$ cat config.mk
export PLATFORM = sky130hd
export DESIGN_NAME = jtag_tap_param_flat
export DESIGN_NICKNAME = d
export VERILOG_FILES = /design/src/rtl/jtag_tap_param_if.sv /design/src/rtl/jtag_tap_param.sv /design/src/flat_wrapper.sv
export SDC_FILE = /design/constraint.sdc
export NUM_CORES = 1
export LEC_CHECK = 0
export CAP_MARGIN = 20
export CORE_ASPECT_RATIO = 2
export CORE_MARGIN = 2
export CORE_UTILIZATION = 49
export CTS_BUF_LIST = sky130_fd_sc_hd__clkbuf_4 sky130_fd_sc_hd__clkbuf_8 sky130_fd_sc_hd__clkbuf_16
export DETAILED_ROUTE_END_ITERATION = 10
export PLACE_DENSITY = 0.8
export SLEW_MARGIN = 20
export SYNTH_ARGS = -nofsm -noshare
export SYNTH_HDL_FRONTEND = slang
export SYNTH_SLANG_ARGS = --single-unit
$ cat constraint.sdc
create_clock -name tck_i -period 2 [get_ports tck_i]
set_clock_uncertainty 0.15 [all_clocks]
set_input_delay 0.4 -clock tck_i [delete_from_list [all_inputs] [get_ports tck_i]]
set_output_delay 0.4 -clock tck_i [all_outputs]
set_load 0.01 [all_outputs]
$ cat src/rtl/jtag_tap_param_if.sv
// jtag_tap_param_if: pad-side and user-channel signals of the TAP controller
interface jtag_tap_param_if #(
  parameter int IR_WIDTH = 5,
  parameter int NUM_CH   = 2
);
  logic                tms_i;
  logic                td_i;
  logic                td_o;
  logic                tdo_oe_o;
  logic [IR_WIDTH-1:0] ir_o;
  logic [3:0]          tap_state_o;
  logic [NUM_CH-1:0]   dr_sel_o;
  logic                capture_dr_o;
  logic                shift_dr_o;
  logic                update_dr_o;
  logic [NUM_CH-1:0]   dr_tdo_i;
  modport master (
    output tms_i, td_i, dr_tdo_i,
    input  td_o, tdo_oe_o, ir_o, tap_state_o, dr_sel_o, capture_dr_o, shift_dr_o, update_dr_o
  );
  modport slave (
    input  tms_i, td_i, dr_tdo_i,
    output td_o, tdo_oe_o, ir_o, tap_state_o, dr_sel_o, capture_dr_o, shift_dr_o, update_dr_o
  );
endinterface

$ cat src/rtl/jtag_tap_param.sv
// jtag_tap_param: IEEE 1149.1 TAP controller with IDCODE, BYPASS and NUM_CH user DR channels
module jtag_tap_param #(
  parameter int              IR_WIDTH   = 5,
  parameter logic [31:0]     IDCODE_VAL = 32'h1000_0001,
  parameter int              NUM_CH     = 2,
  parameter int              USER_BASE  = 'h10
) (
  input logic             tck_i,
  input logic             trst_i,
  jtag_tap_param_if.slave s
);
  typedef enum logic [3:0] {
    TLR, RTI, SEL_DR, CAP_DR, SH_DR, EX1_DR, PA_DR, EX2_DR, UPD_DR,
    SEL_IR, CAP_IR, SH_IR, EX1_IR, PA_IR, EX2_IR, UPD_IR
  } state_t;
  localparam logic [IR_WIDTH-1:0] IDC = IR_WIDTH'(1);
  state_t              state, nxt;
  logic [IR_WIDTH-1:0] ir, ir_sh;
  logic [31:0]         id_sh;
  logic                byp;
  logic [NUM_CH-1:0]   dr_sel;
  logic                is_idc, is_user;
  always_comb begin
    nxt = state;
    case (state)
      TLR:     nxt = s.tms_i ? TLR    : RTI;
      RTI:     nxt = s.tms_i ? SEL_DR : RTI;
      SEL_DR:  nxt = s.tms_i ? SEL_IR : CAP_DR;
      CAP_DR:  nxt = s.tms_i ? EX1_DR : SH_DR;
      SH_DR:   nxt = s.tms_i ? EX1_DR : SH_DR;
      EX1_DR:  nxt = s.tms_i ? UPD_DR : PA_DR;
      PA_DR:   nxt = s.tms_i ? EX2_DR : PA_DR;
      EX2_DR:  nxt = s.tms_i ? UPD_DR : SH_DR;
      UPD_DR:  nxt = s.tms_i ? SEL_DR : RTI;
      SEL_IR:  nxt = s.tms_i ? TLR    : CAP_IR;
      CAP_IR:  nxt = s.tms_i ? EX1_IR : SH_IR;
      SH_IR:   nxt = s.tms_i ? EX1_IR : SH_IR;
      EX1_IR:  nxt = s.tms_i ? UPD_IR : PA_IR;
      PA_IR:   nxt = s.tms_i ? EX2_IR : PA_IR;
      EX2_IR:  nxt = s.tms_i ? UPD_IR : SH_IR;
      default: nxt = s.tms_i ? SEL_DR : RTI;
    endcase
  end
  always_ff @(posedge tck_i) begin
    if (trst_i) begin
      state <= TLR;
      ir    <= IDC;
      ir_sh <= '0;
      id_sh <= '0;
      byp   <= 1'b0;
    end else begin
      state <= nxt;
      ir    <= (nxt == TLR) ? IDC : (state == UPD_IR) ? ir_sh : ir;
      if (state == CAP_IR) ir_sh <= {{(IR_WIDTH-2){1'b0}}, 2'b01};
      if (state == SH_IR) ir_sh <= {s.td_i, ir_sh[IR_WIDTH-1:1]};
      if (state == CAP_DR && is_idc) id_sh <= IDCODE_VAL;
      if (state == SH_DR && is_idc) id_sh <= {s.td_i, id_sh[31:1]};
      if (state == CAP_DR && !is_idc && !is_user) byp <= 1'b0;
      if (state == SH_DR && !is_idc && !is_user) byp <= s.td_i;
    end
  end
  for (genvar k = 0; k < NUM_CH; k++) begin : g_sel
    assign dr_sel[k] = (ir == IR_WIDTH'(USER_BASE + k));
  end
  assign is_idc         = (ir == IDC);
  assign is_user        = |dr_sel;
  assign s.ir_o         = ir;
  assign s.tap_state_o  = state;
  assign s.dr_sel_o     = dr_sel;
  assign s.tdo_oe_o     = (state == SH_IR) || (state == SH_DR);
  assign s.capture_dr_o = (state == CAP_DR) && is_user;
  assign s.shift_dr_o   = (state == SH_DR) && is_user;
  assign s.update_dr_o  = (state == UPD_DR) && is_user;
  // DR source follows the active instruction; unknown codes fall through to BYPASS
  assign s.td_o = (state == SH_IR) ? ir_sh[0] :
                  (state == SH_DR) ? (is_idc ? id_sh[0] : is_user ? |(dr_sel & s.dr_tdo_i) : byp) :
                  1'b0;
endmodule
$ cat src/flat_wrapper.sv
// flat-port wrapper written by rule: the top's interface ports become plain ports
module jtag_tap_param_flat 
#(
  parameter int              IR_WIDTH   = 5,
  parameter logic [31:0]     IDCODE_VAL = 32'h1000_0001,
  parameter int              NUM_CH     = 2,
  parameter int              USER_BASE  = 'h10
)
  (tck_i, trst_i, s_tms_i, s_td_i, s_dr_tdo_i, s_td_o, s_tdo_oe_o, s_ir_o, s_tap_state_o, s_dr_sel_o, s_capture_dr_o, s_shift_dr_o, s_update_dr_o);
  jtag_tap_param_if #(.IR_WIDTH(IR_WIDTH), .NUM_CH(NUM_CH)) s_i ();
  input logic tck_i;
  input logic trst_i;
  input wire logic [$bits(s_i.tms_i)-1:0] s_tms_i;
  input wire logic [$bits(s_i.td_i)-1:0] s_td_i;
  input wire logic [$bits(s_i.dr_tdo_i)-1:0] s_dr_tdo_i;
  output wire logic [$bits(s_i.td_o)-1:0] s_td_o;
  output wire logic [$bits(s_i.tdo_oe_o)-1:0] s_tdo_oe_o;
  output wire logic [$bits(s_i.ir_o)-1:0] s_ir_o;
  output wire logic [$bits(s_i.tap_state_o)-1:0] s_tap_state_o;
  output wire logic [$bits(s_i.dr_sel_o)-1:0] s_dr_sel_o;
  output wire logic [$bits(s_i.capture_dr_o)-1:0] s_capture_dr_o;
  output wire logic [$bits(s_i.shift_dr_o)-1:0] s_shift_dr_o;
  output wire logic [$bits(s_i.update_dr_o)-1:0] s_update_dr_o;
  assign s_i.tms_i = s_tms_i;
  assign s_i.td_i = s_td_i;
  assign s_i.dr_tdo_i = s_dr_tdo_i;
  assign s_td_o = s_i.td_o;
  assign s_tdo_oe_o = s_i.tdo_oe_o;
  assign s_ir_o = s_i.ir_o;
  assign s_tap_state_o = s_i.tap_state_o;
  assign s_dr_sel_o = s_i.dr_sel_o;
  assign s_capture_dr_o = s_i.capture_dr_o;
  assign s_shift_dr_o = s_i.shift_dr_o;
  assign s_update_dr_o = s_i.update_dr_o;
  jtag_tap_param #(.IR_WIDTH(IR_WIDTH), .IDCODE_VAL(IDCODE_VAL), .NUM_CH(NUM_CH), .USER_BASE(USER_BASE)) u_core (.tck_i(tck_i), .trst_i(trst_i), .s(s_i));
endmodule
# ---- Word-level counts from Yosys, hierarchy flattened
# Index checks and enable logic that the tools add are counted.
dict set report totals {
  reg_bits 47
  input_bits 6
  output_inout_bits 16
  word_cells 68
}
dict set report op_classes {
  eq_ne 17
  muxes 23
  n_bitwise 1
  n_reduce_logical 22
}
# cell n
set ops {}
lappend ops {{two-way mux 32 bit} 2}
lappend ops {{case mux 4 bit (11 select lines)} 1}
lappend ops {{equality test 4 bit (second input constant)} 8}
lappend ops {{equality test 4 x 3 -> 1 bit (second input constant)} 4}
lappend ops {{two-way mux 4 bit} 4}
lappend ops {{equality test 5 bit (second input constant)} 2}
lappend ops {{two-way mux 5 bit} 2}
lappend ops {{OR reduction 2 bit} 5}
lappend ops {{logical AND 1 bit} 9}
lappend ops {{two-way mux 1 bit} 9}
lappend ops {{equality test 4 x 2 -> 1 bit (second input constant)} 2}
lappend ops {{zero test 4 bit} 2}
lappend ops {{two-way mux 2 bit} 3}
lappend ops {{two-way mux 3 bit} 2}
lappend ops {{nonzero test 2 bit} 3}
lappend ops {{equality test 5 x 1 -> 1 bit (second input constant)} 1}
lappend ops {{AND 2 bit} 1}
lappend ops {{zero test 1 bit} 2}
lappend ops {{logical OR 1 bit} 1}

# ---- Logic depth before layout (Yosys ltp)
# Gate-level depths: netlist of the first run.
dict set report logic_depth {
  depth_word 7
  ltp_mapped 6
  mapped_depth_nobuf 4
}

# ---- Least setup slack after synthesis of the first run
# OpenSTA, ideal clock, no wires.
dict set report synth_path {
  path_kind {register to output}
  start {reg u_core.ir[1], in the netlist u_core.s.ir_o[1]}
  end {out s_td_o}
  t_arrival_ns 1.467
  required_ns 1.450
  setup_slack_ns -0.017
  stages_incl_launch_ff 5
  path_buffers 0
  cell_sequence {dfxtp_1 > or4b_4 > mux2_1 > mux2i_1 > o21ai_1}
}
dict set report synth_via {
  elab_chain_cells 7
  elab_cells_between_ends 10
  cone_classes {eq/ne (3); mux (4); bitwise (1); reduce/logical (2)}
}
# element line_no
set synth_rtl {}
lappend synth_rtl {{start, declared} jtag_tap_param.sv:18} ;# logic [IR_WIDTH-1:0] ir, ir_sh;
lappend synth_rtl {{start signal, assigned} jtag_tap_param.sv:53} ;# ir <= (nxt == TLR) ? IDC : (state == UPD_IR) ? ir_sh : ir;
lappend synth_rtl {{equality test 5 bit} jtag_tap_param.sv:63} ;# assign dr_sel[k] = (ir == IR_WIDTH'(USER_BASE + k));
lappend synth_rtl {{AND 2 bit} jtag_tap_param.sv:76} ;# (state == SH_DR) ? (is_idc ? id_sh[0] : is_user ? |(dr_sel & s.dr_tdo_i) : byp) :
lappend synth_rtl {{OR reduction 2 bit} jtag_tap_param.sv:76}
lappend synth_rtl {{two-way mux 1 bit} jtag_tap_param.sv:76}
lappend synth_rtl {{two-way mux 1 bit (*) (2 in series)} jtag_tap_param.sv:76}
lappend synth_rtl {{two-way mux 1 bit (*)} jtag_tap_param.sv:75} ;# assign s.td_o = (state == SH_IR) ? ir_sh[0] :
lappend synth_rtl {{end, declared} flat_wrapper.sv:16} ;# output wire logic [$bits(s_i.td_o)-1:0] s_td_o;
# Every way passes the cells marked *; elsewhere a longest branch is shown, timed or not.

# ---- Worst setup path after layout of the first run
dict set report layout_path {
  start {reg u_core.ir[3], in the netlist u_core.s.ir_o[3]}
  end {out s_td_o}
}
# Same word-level chain as after synthesis.

==> summary.md, run 1 <==
| Metric | Value |
|---|---|
| Post-route non-filler standard cell count | 325 |
| Internal cell power | 0.00138 W |
| Gate count after technology mapping | 229 |
| Master of the slowest instance on the critical path | or4b_4 |
| Number of global-route vias before repair | 1721 |
| Number of ports placed on the die boundary | 22 |
| CORE AREA | 3880 sq um |
| Remaining number of nets flagged by the antenna check after routing | 0 |
| GR Util met1 | 21.3% |
| Delay of the slowest critical-path stage | 0.54 ns |
| Crit Path Category | flip-flop to output pin |
| Floorplan die height | 94.0 um |
| Final-report max-slew violation count | 0 |
| Min-Delay Path Class | flip-flop to flip-flop |
| Overall die width | 49.0 um |
| Time the final worst path needs with I/O delays and setup | 2.49 ns |
| Mapped Area | 1990 sq um |
| Number of endpoints failing setup at the final stage | 5 |
| Clock Latency Late Sink | 0.30 ns |
| Number of placed instances, taps included | 314 |
| Antenna violations before repair | 0 |
| Area Growth Syn to Fin | 29.4% |
| Power density cells | 697 nW/um^2 |
| Data arrival, critical path | 1.94 ns |
| Static power due to leakage | 0.969 nW |
| GPL Wtd Cong | 0.894 |
| Met3 track demand over resource in global routing | 3.66% |
| Relative contribution of sequential cells to total power | 53.1% |
| Number of search-and-repair iterations in the first detailed-routing pass | 4 |
| Clock tree from TritonCTS | yes |
| Filler cells | 332 |
| Remaining DRCs | 0 |
| Switching power share of the total | 22.7% |
| Final design instance area without fill | 2570 sq um |
| Number of clock sinks seen by CTS | 47 |
| Share of post-route cells with drive strength above 1 | 22.6% |
| Post-detailed-route via-to-cell ratio | 5.52 |
| Power spent charging and discharging nets | 0.000407 W |
| Power share of the clock group | 38.8% |
| IO Port Bufs | 21 |
| DIE AREA | 4610 sq um |
| Net total in the final layout | 279 |
| Iteration-0 DRC Markers | 54 |
| Least-Margin Pin Slew | 0.393 ns |
| Min setup slack post-route | -0.494 ns |
| Global Route Usage Sum | 20.8% |
| Wire length of the first global-routing pass | 7520 um |
| Worst rel slew slack | 73.7% |
| CTS max path bufs | 2 |
| Total wire length after detailed routing | 4450 um |
| Number of distinct library cell variants in the gate-level netlist after synthesis | 42 |
| Max-cap violations | 0 |
| Share of synthesized area occupied by flip-flops and latches | 47.4% |
| Most used routing layer in global routing | met2 |
| Violations in the final reports | setup timing |
| Highest achievable clock rate | 0.401 GHz |
| Gr ovfl total | 0 |
| Worst setup EP type | output pin |
| TritonCTS Buffers | 5 |
| Unrepaired setup endpoints after global routing | yes |
| Avg Inst Size Synth | 8.67 sq um |
| Met2 Track Usage GR | 39.2% |
| Max Fanout on Critical Path | 2 |
| Number of diodes | 0 |
| Cell at the root of the clock tree | clkbuf_8 |
| Instance area at placement | 2420 sq um |
| Top delay family on crit path | simple AND/OR/NAND/NOR gates |
| Worst IR drop on VDD | 0.773 mV |
| Number of standard-cell rows in the floorplan | 32 |
| Worst-path clk slew | 0.09 ns |
| CTS H-tree depth | 2 |
| Buf+Inv Stages, Crit Path | 1 |
| Result of the run | finished, violations left |
| Final-report hold violation count | 0 |
| Effective utilization at floorplan | 51.1% |
| Routed len/inst | 13.7 um |
| Hpwl dp | 3120 um |
| Logic pwr share | 8.1% |
| Synthesized net count | 235 |
| Maximum number of pins on one net before global-route repair | 40 |
| Cells along the critical path | or4b_4, mux2_4, mux2i_1, o21ai_1, buf_2 |
| Fin crit share | 125% |
| Number of storage elements in the synthesis netlist | 47 |
| Startpoint type of the worst setup path | flip-flop |
| Total vias in the final route | 1793 |
| Endpoint required time on the critical path | 1.45 ns |
| Yosys synthesis warning count | 0 |
[worst min-delay path, stage by stage, from the launching register on]
cell	delay, ns
dfxtp_1	0.33
nand2_1	0.06
a21oi_1	0.05
[final cells by class]
type / count / area [sq um] / area share (%)
well taps: 51 / 63.8 / 2.48
multi-input cells: 161 / 960 / 37.3
clock buffers: 5 / 68.8 / 2.68
clock inverters: 3 / 43.8 / 1.70
flip-flops and latches: 47 / 950 / 37.0
inverters: 5 / 18.8 / 0.730
repair buffers: 53 / 465 / 18.1
[Yosys cell counts (all sizes together)]
library cell  instances  share of area, %
nor3b                 1              0.38
o22ai                 3              0.95
a2111oi               2              0.88
mux2i                 1              0.50
and3                  2              0.63
or4b                  1              0.69
a21o                  1              0.38
xnor2                 1              0.44
o32ai                 1              0.44
dfxtp                47                47
clkbuf                7               1.3
a211oi                1              0.38
nor2b                 4               1.3
nand4                 2              0.63
a21oi                13               3.3
o211a                 1              0.50
a31oi                 2              0.63
a22oi                28                11
nand3b                1              0.38
buf                   9               3.4
and4bb                1              0.63
mux2                  2               1.1
nor4                  1              0.32
or3                   1              0.32
nor4b                 1               1.2
o211ai                2               1.0
nand2                20               3.8
o221ai                1              0.44
nand3                10               2.5
nor2                 40               7.6
o21ai                 5               1.3
nand2b                5               1.6
inv                   5              0.95
a41o                  1              0.50
nor3                  6               1.8
[flip-flops by register name (all words and copies together), names as in the netlist]
| name | cells |
|---|---|
| u_core.ir_sh | 5 |
| u_core.id_sh | 32 |
| u_core.byp | 1 |
| u_core.s.tap_state_o | 4 |
| u_core.s.ir_o | 5 |
[power groups by stage]
stage                     logic (W)  clock network, W  registers [W]
final                      0.000145          0.000694       0.000951
after global routing       0.000158          0.000746       0.000952
after CTS                  0.000144          0.000709       0.000951
after detailed placement   0.000142                 0       0.000972
after global placement     0.000141                 0       0.000972
after floorplan           0.0000778                 0       0.000973
[per-stage QoR]
stage | power, W | util (%) | hold slack, ns | worst slack (ns) | setup TNS, ns
after global placement | 0.00111 | 62.4 | 0.304 | -0.696 | -1.53
final | 0.00179 | 66.2 | 0.326 | -0.494 | -1.89
after CTS | 0.00180 | 65.5 | 0.327 | -0.477 | -1.43
after global routing | 0.00186 | 66.2 | 0.344 | -0.513 | -2.14
after detailed placement | 0.00111 | 62.4 | 0.314 | -0.705 | -1.60
after floorplan | 0.00105 | - | 0.288 | 0.00126 | 0
[cells in the final DEF (no fill, tap or decap), types with 6 or more instances in the layout]
master / instances
nand3_1: 10
a22oi_1: 28
buf_4: 27
clkdlybuf4s50_1: 14
buf_2: 6
nor2_1: 39
nand2_1: 20
dfxtp_1: 40
dfxtp_2: 7
a21oi_1: 13
[kinds of logic after synthesis]
kind of cell | synth area share, %
muxes | 1.64
xor gates and xnor gates | 0.441
buffers and inverters | 5.67
and+or+nand+nor | 23.6
AOI/OAI and AO/OA | 21.2
DFF | 47.4
[path summary, 6_finish.rpt]
kind,start,end,slack (ns),cells after the start
setup / recovery,u_core.s.ir_o[3],s_td_o,-0.49,5
hold / removal,u_core.ir_sh[4],u_core.ir_sh[4],0.33,2
setup reg to reg,u_core.s.tap_state_o[1],u_core.id_sh[22],0.17,6
hold reg to reg,u_core.ir_sh[4],u_core.ir_sh[4],0.33,2
[metal layers]
metal | vias up | part of all wire [%]
met1 | 838 | 39
met4 | 0 | 3.1
met2 | 40 | 56
li1 | 901 | -
met3 | 14 | 2.3
met5 | - | 0
[what timing repair did]
| item | CTS | global route |
|---|---|---|
| setup buffers | 2 | 1 |
| gates resized for setup | 32 | 5 |
| hold endpoints to repair | 0 | 0 |
| hold buffers | 0 | 0 |
| endpoints found under the setup margin | 10 | 7 |
| pin swaps | 1 | 0 |
No activity file was read; power rests on OpenSTA's default activity.
==> run 2, diff against run 1 <==
--- a/config.mk
+++ b/config.mk
@@ -10,8 +10,10 @@
 export CORE_MARGIN = 2
 export CORE_UTILIZATION = 49
 export CTS_BUF_LIST = sky130_fd_sc_hd__clkbuf_4 sky130_fd_sc_hd__clkbuf_8 sky130_fd_sc_hd__clkbuf_16
+export CTS_CLUSTER_DIAMETER = 40
 export DETAILED_ROUTE_END_ITERATION = 10
 export PLACE_DENSITY = 0.8
+export SETUP_SLACK_MARGIN = 0.2
 export SLEW_MARGIN = 20
 export SYNTH_ARGS = -nofsm -noshare
 export SYNTH_HDL_FRONTEND = slang
==> run 2 against run 1 <==
  * The run still ends with setup timing left
  * Final cell count decreased by 1.2%
  * Cell area increased by 2.2%
  * Sequential power about the same
  * Worst setup slack improved by 0.075 ns
  * Hold slack got worse by 0.0033 ns
  * Critical endpoint unchanged
==> summary.md, run 2 (synthesized netlist as in run 1, its figures left out) <==
| Metric | Value |
|---|---|
| Global Route Usage Sum | 22.0% |
| Wire length of the first global-routing pass | 7780 um |
| Clock Latency Late Sink | 0.29 ns |
| Post-detailed-route via-to-cell ratio | 5.73 |
| Routed wl met3 | 129 um |
| Gr ovfl total | 0 |
| DIE AREA | 4610 sq um |
| Worst-path clk slew | 0.08 ns |
| Floorplan die height | 94.0 um |
| Total wire length after detailed routing | 4880 um |
| Startpoint type of the worst setup path | flip-flop |
| Number of placed instances, taps included | 308 |
| Overall die width | 49.0 um |
| Buf+Inv Stages, Crit Path | 1 |
| Area Growth Syn to Fin | 32.3% |
| Unrepaired setup endpoints after global routing | yes |
| Number of global-route vias before repair | 1722 |
| Remaining DRCs | 0 |
| CTS Hold Buffers Added | 0 |
| Worst rel slew slack | 71.7% |
| Final-report hold violation count | 0 |
| Top delay family on crit path | simple AND/OR/NAND/NOR gates |
| Final-report max-slew violation count | 0 |
| Antenna violations before repair | 0 |
| Static power due to leakage | 1.00 nW |
| Delay of the slowest critical-path stage | 0.54 ns |
| Min setup slack post-route | -0.419 ns |
| Net total in the final layout | 275 |
| Total vias in the final route | 1838 |
| Cell at the root of the clock tree | clkbuf_8 |
| Post-route non-filler standard cell count | 321 |
| R2r endpoint | u_core.id_sh[18] |
| Number of diodes | 0 |
| Worst hold path depth | 2 |
| Violations in the final reports | setup timing |
| TritonCTS Buffers | 5 |
| Endpoint required time on the critical path | 1.45 ns |
| Register with the most flip-flops | u_core.id_sh |
| Number of clock sinks seen by CTS | 47 |
| Metal2 WL | 2780 um |
| Least-Margin Pin Slew | 0.424 ns |
| Data arrival, critical path | 1.87 ns |
| Highest achievable clock rate | 0.413 GHz |
| Iteration-0 DRC Markers | 31 |
| Master of the slowest instance on the critical path | or4b_4 |
| Crit Path Category | flip-flop to output pin |
| Worst setup EP type | output pin |
| Detailed-routing wirelength on met1 | 1840 um |
| Sum of negative setup slack | -1.04 ns |
| Time the final worst path needs with I/O delays and setup | 2.42 ns |
| Min-Delay Path Class | flip-flop to flip-flop |
| CORE AREA | 3880 sq um |
| Number of ports placed on the die boundary | 22 |
| CTS H-tree depth | 2 |
| Final design instance area without fill | 2630 sq um |
| Fin crit share | 121% |
| Power density cells | 686 nW/um^2 |
| Worst reg-to-reg setup slack | 0.25 ns |
| Share of post-route cells with drive strength above 1 | 26.7% |
| Count of cells along the worst register-to-register path | 7 |
| IO Port Bufs | 21 |
| Remaining number of nets flagged by the antenna check after routing | 0 |
| Multi-input logic area | 1020 sq um |
| Routed len/inst | 15.2 um |
| Top Metal Used | met4 |
| Commonest cells after routing, fill and taps aside | nor2_1, dfxtp_1, a22oi_1 |
| Capture endpoint of the worst hold path | u_core.ir_sh[4] |
| Utilization of the core after routing | 67.7% |
| CTS max path bufs | 2 |
| Max Fanout on Critical Path | 2 |
| Flip-flop count of the largest register after layout | 32 |
| GPL Wtd Cong | 0.842 |
| Max-cap violations | 0 |
| Cells along the critical path | or4b_4, mux2_4, mux2i_4, o21ai_2, buf_2 |
| Worst IR drop on VDD | 0.638 mV |
| Clock tree from TritonCTS | yes |
| Number of search-and-repair iterations in the first detailed-routing pass | 5 |
| Result of the run | finished, violations left |
| Launch point of the worst reg-to-reg path | u_core.s.tap_state_o[0] |
| Number of standard-cell rows in the floorplan | 32 |
| Instance area at placement | 2380 sq um |
| Worst-case setup slack after placement | -0.744 ns |
| Hpwl dp | 3280 um |
| Effective utilization at floorplan | 51.1% |
| Number of endpoints failing setup at the final stage | 6 |
| Storage cell area | 956 sq um |
| Hold path startpoint | u_core.ir_sh[4] |
| Maximum number of pins on one net before global-route repair | 29 |
| Filler cells | 319 |
==> run 2: cell count changes in the layout (fill, tap and decap cells not counted), moves of 3 or more <==
| cell | before | now |
|---|---|---|
| a22oi_2 | 0 | 5 |
| dlygate4sd2_1 | 0 | 9 |
| clkdlybuf4s50_1 | 14 | 4 |
| a22oi_1 | 28 | 23 |
| buf_6 | 2 | 5 |
| buf_4 | 27 | 20 |
==> run 2: cell type report <==
cell class	instances	area share [%]
Clock buffer	6	3.14
Clock inverter	2	1.33
Inverter	5	0.714
Multi-Input combinational cell	161	38.8
Sequential cell	47	36.4
Tap cell	51	2.43
Timing Repair Buffer	49	17.2
==> run 2: worst reg2reg max path, cell delays in order, from the launching register on <==
cell,delay [ns]
dfxtp_4,0.38
buf_4,0.17
nor4b_4,0.24
buf_4,0.18
and3_4,0.23
clkbuf_16,0.17
a22oi_1,0.09
nor2_1,0.09
==> run 2: what timing repair did <==
item | in CTS | in global routing
gates resized for setup | 52 | 16
endpoints found under the setup margin | 45 | 39
buffers inserted | 3 | 1
pin swaps | 5 | 3
gates cloned | 0 | 1
==> run 2: how the worst max path moves through the flow <==
stage	start	endpoint	cells after the start
floorplan	u_core.s.ir_o[3]	s_td_o	4
global placement	s_dr_tdo_i[1]	s_td_o	6
detailed placement	s_dr_tdo_i[1]	s_td_o	6
CTS	u_core.s.ir_o[2]	s_td_o	5
global route	u_core.s.ir_o[2]	s_td_o	5
finish	u_core.s.ir_o[2]	s_td_o	5
==> run 2: where the power goes <==
group	internal [W]	switching (W)
logic	0.0000661	0.0000818
registers	0.000941	0.00000901
clock network	0.000404	0.000301
==> run 2: metal layers <==
metal	track usage, %	vias up
met1	22.5	877
met5	0	-
met4	13.6	0
met2	40.8	45
li1	-	904
met3	3.66	12
==> run 2: through the flow <==
step | power [W] | hold slack (ns)
floorplan | 0.00105 | 0.288
global placement | 0.00111 | 0.305
detailed placement | 0.00111 | 0.313
CTS | 0.00181 | 0.325
global route | 0.00187 | 0.351
finish | 0.00180 | 0.323
